--- config.mk ---
export PLATFORM = sky130hd
export DESIGN_NAME = npu_mem_loader
export DESIGN_NICKNAME = d
export VERILOG_FILES = /design/src/rtl/npu_mem_loader.sv
export SDC_FILE = /design/constraint.sdc
export NUM_CORES = 1
export LEC_CHECK = 0
export CELL_PAD_IN_SITES_DETAIL_PLACEMENT = 1
export CELL_PAD_IN_SITES_GLOBAL_PLACEMENT = 2
export CORE_MARGIN = 2
export CORE_UTILIZATION = 37
export DETAILED_ROUTE_END_ITERATION = 7
export HOLD_SLACK_MARGIN = 0.05
export PLACE_DENSITY = 0.89
export SKIP_LAST_GASP = 1
export SYNTH_ARGS = -nofsm -noshare
export SYNTH_HDL_FRONTEND = slang
export SYNTH_SLANG_ARGS = --single-unit
--- constraint.sdc ---
create_clock -name clk -period 7 [get_ports clk]
set_input_delay 1.4 -clock clk [delete_from_list [all_inputs] [get_ports clk]]
set_output_delay 1.4 -clock clk [all_outputs]
set_load 0.005 [all_outputs]
--- src/rtl/npu_mem_loader.sv ---
`timescale 1ns/1ps
// npu_mem_loader: preload engine for the NPU on-chip memories.
// A run writes img_len host words into the image lane banks. It then unpacks
// further words byte-serially, lane 0 (MSB) first: conv_len bytes go to the
// conv RAM and dense_len bytes go to the dense RAM.
// Ports:
//   clk, reset_n                  clock, async active-low reset
//   start, abort                  run request / synchronous return to IDLE
//   img_len, conv_len, dense_len  per-run region lengths (latched on start)
//   in_data, in_valid, in_ready   host word stream (valid/ready)
//   img_addr, img_data, img_wren  image bank write port (shared by all lanes)
//   seq_addr, seq_data            conv/dense byte write port
//   conv_wren, dense_wren         conv/dense write strobes
//   busy, done, len_err           run status
module npu_mem_loader #(
  parameter int unsigned LANES  = 4,
  parameter int unsigned DATA_W = 8,
  parameter int unsigned IMG_AW = 14,
  parameter int unsigned SEQ_AW = 16
) (
  input  logic                    clk,
  input  logic                    reset_n,
  input  logic                    start,
  input  logic                    abort,
  input  logic [IMG_AW:0]         img_len,
  input  logic [SEQ_AW:0]         conv_len,
  input  logic [SEQ_AW:0]         dense_len,
  input  logic [LANES*DATA_W-1:0] in_data,
  input  logic                    in_valid,
  output logic                    in_ready,
  output logic [IMG_AW-1:0]       img_addr,
  output logic [LANES*DATA_W-1:0] img_data,
  output logic                    img_wren,
  output logic [SEQ_AW-1:0]       seq_addr,
  output logic [DATA_W-1:0]       seq_data,
  output logic                    conv_wren,
  output logic                    dense_wren,
  output logic                    busy,
  output logic                    done,
  output logic                    len_err
);

  localparam int unsigned WW = LANES * DATA_W;
  localparam int unsigned CW = ((IMG_AW > SEQ_AW) ? IMG_AW : SEQ_AW) + 1;
  localparam int unsigned LW = $clog2(LANES) + 1;

  typedef enum logic [2:0] {S_IDLE, S_IMAGE, S_CONV, S_DENSE, S_DONE} state_e;

  state_e              state_q, state_d;
  logic [IMG_AW:0]     img_len_q, img_len_d;
  logic [SEQ_AW:0]     conv_len_q, conv_len_d;
  logic [SEQ_AW:0]     dense_len_q, dense_len_d;
  logic [CW-1:0]       cnt_q, cnt_d;
  logic [WW-1:0]       sbuf_q, sbuf_d;
  logic [LW-1:0]       rem_q, rem_d;
  logic                in_ready_q, in_ready_d;
  logic [IMG_AW-1:0]   img_addr_q, img_addr_d;
  logic [WW-1:0]       img_data_q, img_data_d;
  logic                img_wren_q, img_wren_d;
  logic [SEQ_AW-1:0]   seq_addr_q, seq_addr_d;
  logic [DATA_W-1:0]   seq_data_q, seq_data_d;
  logic                conv_wren_q, conv_wren_d;
  logic                dense_wren_q, dense_wren_d;
  logic                busy_q, busy_d;
  logic                done_q, done_d;
  logic                len_err_q, len_err_d;

  logic                beat_acc;
  logic                len_bad;
  logic                emit;
  logic [DATA_W-1:0]   emit_byte;
  logic [SEQ_AW:0]     seq_len;

  assign beat_acc = in_valid && in_ready_q;

  // A length is illegal when it exceeds 2^AW (top bit set with any lower bit set).
  assign len_bad = (img_len[IMG_AW]   && (|img_len[IMG_AW-1:0]))   ||
                   (conv_len[SEQ_AW]  && (|conv_len[SEQ_AW-1:0]))  ||
                   (dense_len[SEQ_AW] && (|dense_len[SEQ_AW-1:0]));

  // Next-state and next-output decode.
  always_comb begin
    state_d      = state_q;
    img_len_d    = img_len_q;
    conv_len_d   = conv_len_q;
    dense_len_d  = dense_len_q;
    cnt_d        = cnt_q;
    sbuf_d       = sbuf_q;
    rem_d        = rem_q;
    img_addr_d   = img_addr_q;
    img_data_d   = img_data_q;
    img_wren_d   = 1'b0;
    seq_addr_d   = seq_addr_q;
    seq_data_d   = seq_data_q;
    conv_wren_d  = 1'b0;
    dense_wren_d = 1'b0;
    len_err_d    = len_err_q;
    emit         = 1'b0;
    emit_byte    = '0;
    seq_len      = (state_q == S_CONV) ? conv_len_q : dense_len_q;

    if (abort) begin
      state_d = S_IDLE;
      cnt_d   = '0;
      sbuf_d  = '0;
      rem_d   = '0;
    end else begin
      case (state_q)
        S_IDLE, S_DONE: begin
          if (start) begin
            img_len_d   = img_len;
            conv_len_d  = conv_len;
            dense_len_d = dense_len;
            if (len_bad) begin
              len_err_d = 1'b1;
            end else begin
              len_err_d = 1'b0;
              cnt_d     = '0;
              sbuf_d    = '0;
              rem_d     = '0;
              state_d   = (img_len   != '0) ? S_IMAGE :
                          (conv_len  != '0) ? S_CONV  :
                          (dense_len != '0) ? S_DENSE : S_DONE;
            end
          end
        end
        S_IMAGE: begin
          if (beat_acc) begin
            img_addr_d = cnt_q[IMG_AW-1:0];
            img_data_d = in_data;
            img_wren_d = 1'b1;
            if (cnt_q == CW'(img_len_q) - CW'(1)) begin
              cnt_d   = '0;
              state_d = (conv_len_q  != '0) ? S_CONV  :
                        (dense_len_q != '0) ? S_DENSE : S_DONE;
            end else begin
              cnt_d = cnt_q + CW'(1);
            end
          end
        end
        S_CONV, S_DENSE: begin
          // Drain buffered lanes first; a fresh beat goes straight out as lane 0.
          if (rem_q != '0) begin
            emit      = 1'b1;
            emit_byte = sbuf_q[WW-1 -: DATA_W];
            sbuf_d    = sbuf_q << DATA_W;
            rem_d     = rem_q - LW'(1);
          end else if (beat_acc) begin
            emit      = 1'b1;
            emit_byte = in_data[WW-1 -: DATA_W];
            sbuf_d    = in_data << DATA_W;
            rem_d     = LW'(LANES - 1);
          end
          if (emit) begin
            seq_addr_d   = cnt_q[SEQ_AW-1:0];
            seq_data_d   = emit_byte;
            conv_wren_d  = (state_q == S_CONV);
            dense_wren_d = (state_q == S_DENSE);
            if (cnt_q == CW'(seq_len) - CW'(1)) begin
              // Region complete: leftover lanes of this beat are dropped.
              cnt_d   = '0;
              sbuf_d  = '0;
              rem_d   = '0;
              state_d = (state_q == S_CONV && dense_len_q != '0) ? S_DENSE : S_DONE;
            end else begin
              cnt_d = cnt_q + CW'(1);
            end
          end
        end
        default: state_d = S_IDLE;
      endcase
    end

    busy_d     = (state_d == S_IMAGE) || (state_d == S_CONV) || (state_d == S_DENSE);
    done_d     = (state_d == S_DONE);
    // Sequential regions take a new beat only once the unpack buffer is drained.
    in_ready_d = (state_d == S_IMAGE) ||
                 (((state_d == S_CONV) || (state_d == S_DENSE)) && (rem_d == '0));
  end

  // State and output registers.
  always_ff @(posedge clk or negedge reset_n) begin
    if (!reset_n) begin
      state_q      <= S_IDLE;
      img_len_q    <= '0;
      conv_len_q   <= '0;
      dense_len_q  <= '0;
      cnt_q        <= '0;
      sbuf_q       <= '0;
      rem_q        <= '0;
      in_ready_q   <= 1'b0;
      img_addr_q   <= '0;
      img_data_q   <= '0;
      img_wren_q   <= 1'b0;
      seq_addr_q   <= '0;
      seq_data_q   <= '0;
      conv_wren_q  <= 1'b0;
      dense_wren_q <= 1'b0;
      busy_q       <= 1'b0;
      done_q       <= 1'b0;
      len_err_q    <= 1'b0;
    end else begin
      state_q      <= state_d;
      img_len_q    <= img_len_d;
      conv_len_q   <= conv_len_d;
      dense_len_q  <= dense_len_d;
      cnt_q        <= cnt_d;
      sbuf_q       <= sbuf_d;
      rem_q        <= rem_d;
      in_ready_q   <= in_ready_d;
      img_addr_q   <= img_addr_d;
      img_data_q   <= img_data_d;
      img_wren_q   <= img_wren_d;
      seq_addr_q   <= seq_addr_d;
      seq_data_q   <= seq_data_d;
      conv_wren_q  <= conv_wren_d;
      dense_wren_q <= dense_wren_d;
      busy_q       <= busy_d;
      done_q       <= done_d;
      len_err_q    <= len_err_d;
    end
  end

  assign in_ready   = in_ready_q;
  assign img_addr   = img_addr_q;
  assign img_data   = img_data_q;
  assign img_wren   = img_wren_q;
  assign seq_addr   = seq_addr_q;
  assign seq_data   = seq_data_q;
  assign conv_wren  = conv_wren_q;
  assign dense_wren = dense_wren_q;
  assign busy       = busy_q;
  assign done       = done_q;
  assign len_err    = len_err_q;

endmodule

==> flow_summary.toml <==
[clock_network]
post_cts_buffers = 0
cts_buffers = 17
cts_resized = 0
h-tree-depth = 4
cts_hold_buf = 0
clkSinkCount = 181
ctsLongestPathBuffers = 2
root_buffer = "clkbuf_16"
cts_tree = "yes"
insertion_delay_ns = 0.44
clk_pin_slew_worst_paths_ns = 0.07

[global_route]
grt_start_max_net_pins = 101
grt_pass1_vias = 8123
overflow = 0
grt.total_usage = 0.218
grt_pass1_wl_mm = 45.7
antenna_found_initial = 0

[yosys]
ys_types = 66
ys_ff_latch = 181
synth_ff_type = "dfrtp_1"
yosys_warnings = 0
synth_edf_count = 0
synthArstFlopShare = 1.00
synth_top_family_by_area = "simple AND/OR/NAND/NOR gates"
synthXorXnorAreaFrac = 0.0468
syn_area_um2 = 9540
avgSynthCellArea_um2 = 10.3
syn_inst = 929
synth_nets = 1020
synth_adder_area_share = 0.00656
synth_compound_area_frac = 0.126
yosys.area_share.simple = 0.159
muxShareOfSynthArea = 0.153
ys_seq_area_frac = 0.475

[placed_design]
place_congestion = 0.830
numPortBuffers = 162
dp_hpwl_mm = 20.3
post_dp_cell_area_um2 = 11400
pre_cts_slack_ns = 1.74

[worst_setup_path]
end_kind = "register"
required_ns = 7.35
crit_arrival_ns = 5.19
slowest_stage = "nor4_1"
slowest_delay_ns = 0.57
crit_buf_inv = 3
path_delay_family = "compound AO/OA/AOI/OAI gates"
cp_cell_sequence = "clkdlybuf4s50_1 > nor4_1 > a41oi_1 > a2111o_1 > o21ai_0 > nor2_1 > buf_4 > a21o_1 > o31a_1 > a211oi_2 > buf_4 > o21ai_0 > a31oi_1"
worst_setup_path_start_kind = "input pin"
path_class = "input pin to register"
cp_max_fo = 30

[floorplanning]
die_area_um2 = 27100
start_util = 0.378
rows = 58
die_h_um = 165
die_x_um = 165
ios = 163
coreArea_um2 = 25300

[routing]
postRouteAntennaNets = 0
drc_errors = 0
wl_per_cell_um = 20.2
vias = 7806
drtPass1Iterations = 5
drt_iter0_markers = 484
wl_mm = 28.4
viasPerCell = 5.55

[sta]
setup-tns-final_ns = 0
fin_skew_ns = 0.0111
finalMaxSlewViolations = 0
fin_ws_ns = 2.16
relSlewSlack = 0.347
hold_viol_final = 0
fmax_mhz = 207
finalCritPeriodShare = 0.691
fin_crit_ns = 4.84
finalSetupViolations = 0
rsz0062_at_grt = "false"
tightestPinTransition_ns = 0.974

[finish]
final_cell_mix = "dfrtp_1 (181), clkdlybuf4s50_1 (161), mux2_2 (111)"
diodes = 0
drive_gt1_frac = 0.164
multiInputGateArea_um2 = 4710
final_common_cell = "dfrtp_1"
nNetsFinal = 1154
area_growth_pct = 26.2
n_fill_cell = 2815
seq_area_um2 = 4530
fin_area_um2 = 12000

[power_and_ir_drop]
ir_worst_vdd_uv = 100
cellPowerDensity_nw_per_um2 = 207
power_frac_comb = 0.133
switchingPower_uw = 711
power.share.switching = 0.285
power_frac_seq = 0.475
leakagePower_uw = 0.00498
pwr-share-clk = 0.391
p_int_uw = 1780

[worst_hold_path]
hold_class = "register to register"

[status]
status = "complete, no violations"

[run]
maxCapViolations = 0
-- registers in the layout, summed over array words and instances, names as in the netlist, 3 cells and up --
signal       flops
dense_len_q     17
rem_q            3
sbuf_q          32
conv_len_q      17
img_data        32
img_addr        14
seq_addr        16
state_q          3
cnt_q           17
seq_data         8
img_len_q       15
-- power groups by stage --
stage / clock (uW) / sequential [uW] / combinational, uW
after detailed placement: 0 / 1200 / 332
final: 974 / 1180 / 333
after global routing: 1050 / 1190 / 369
after global placement: 0 / 1200 / 325
after floorplan: 0 / 1160 / 212
after CTS: 1010 / 1180 / 335
-- metrics by stage --
step	hold slack, ns	total power (uW)	util	instances
CTS	0.496	2520	0.476	1406
floorplan	0.454	1370	-	929
global placement	0.473	1520	0.453	1374
global route	0.511	2610	0.476	1406
finish	0.492	2490	0.476	1406
detailed placement	0.475	1530	0.453	1374
-- worst paths after layout --
path,startpoint,end,slack [ns],cells after the start
max,dense_len[10],cnt_q[5],2.16,13
min,sbuf_q[2],sbuf_q[2],0.49,1
max reg2reg,state_q[0],in_ready,2.72,14
min reg2reg,sbuf_q[2],sbuf_q[2],0.49,1
max in group asynchronous,reset_n,sbuf_q[6],4.78,2
min in group asynchronous,reset_n,dense_len_q[2],1.05,1
-- layer usage --
layer	wire length [um]	GRT usage	up-vias
met5	0	0	-
met4	565	0.0668	0
met3	1300	0.0419	32
met2	12900	0.339	189
met1	13600	0.307	3940
li1	-	-	3645
-- cells by family after synthesis --
group                    after synthesis
AO/OA/AOI/OAI                        196
XOR/XNOR                              51
adder cells (fa/ha/maj)                5
buffers and inverters                 76
flip-flops                           181
multiplexers                         131
AND/OR/NAND/NOR                      289
-- Yosys cell counts (14+ instances only) --
cell type	count	area (um^2)
nor3_1	25	125
nand2b_1	14	87.6
xnor2_1	41	359
mux2_2	111	1250
clkbuf_1	45	169
inv_1	15	56.3
mux2i_1	19	190
dfrtp_1	181	4530
nand2_1	97	364
nor2_1	31	116
a21oi_1	82	410
o21ai_0	42	210
nor4_1	29	181
-- final cells by class --
class,instances,area share
Multi-Input combinational cell,672,0.392
Tap cell,330,0.0343
Clock buffer,17,0.0354
Sequential cell,181,0.376
Clock inverter,15,0.0138
Inverter,15,0.00468
Timing Repair Buffer,176,0.144
Note: power is estimated with default switching activity, not from simulation.
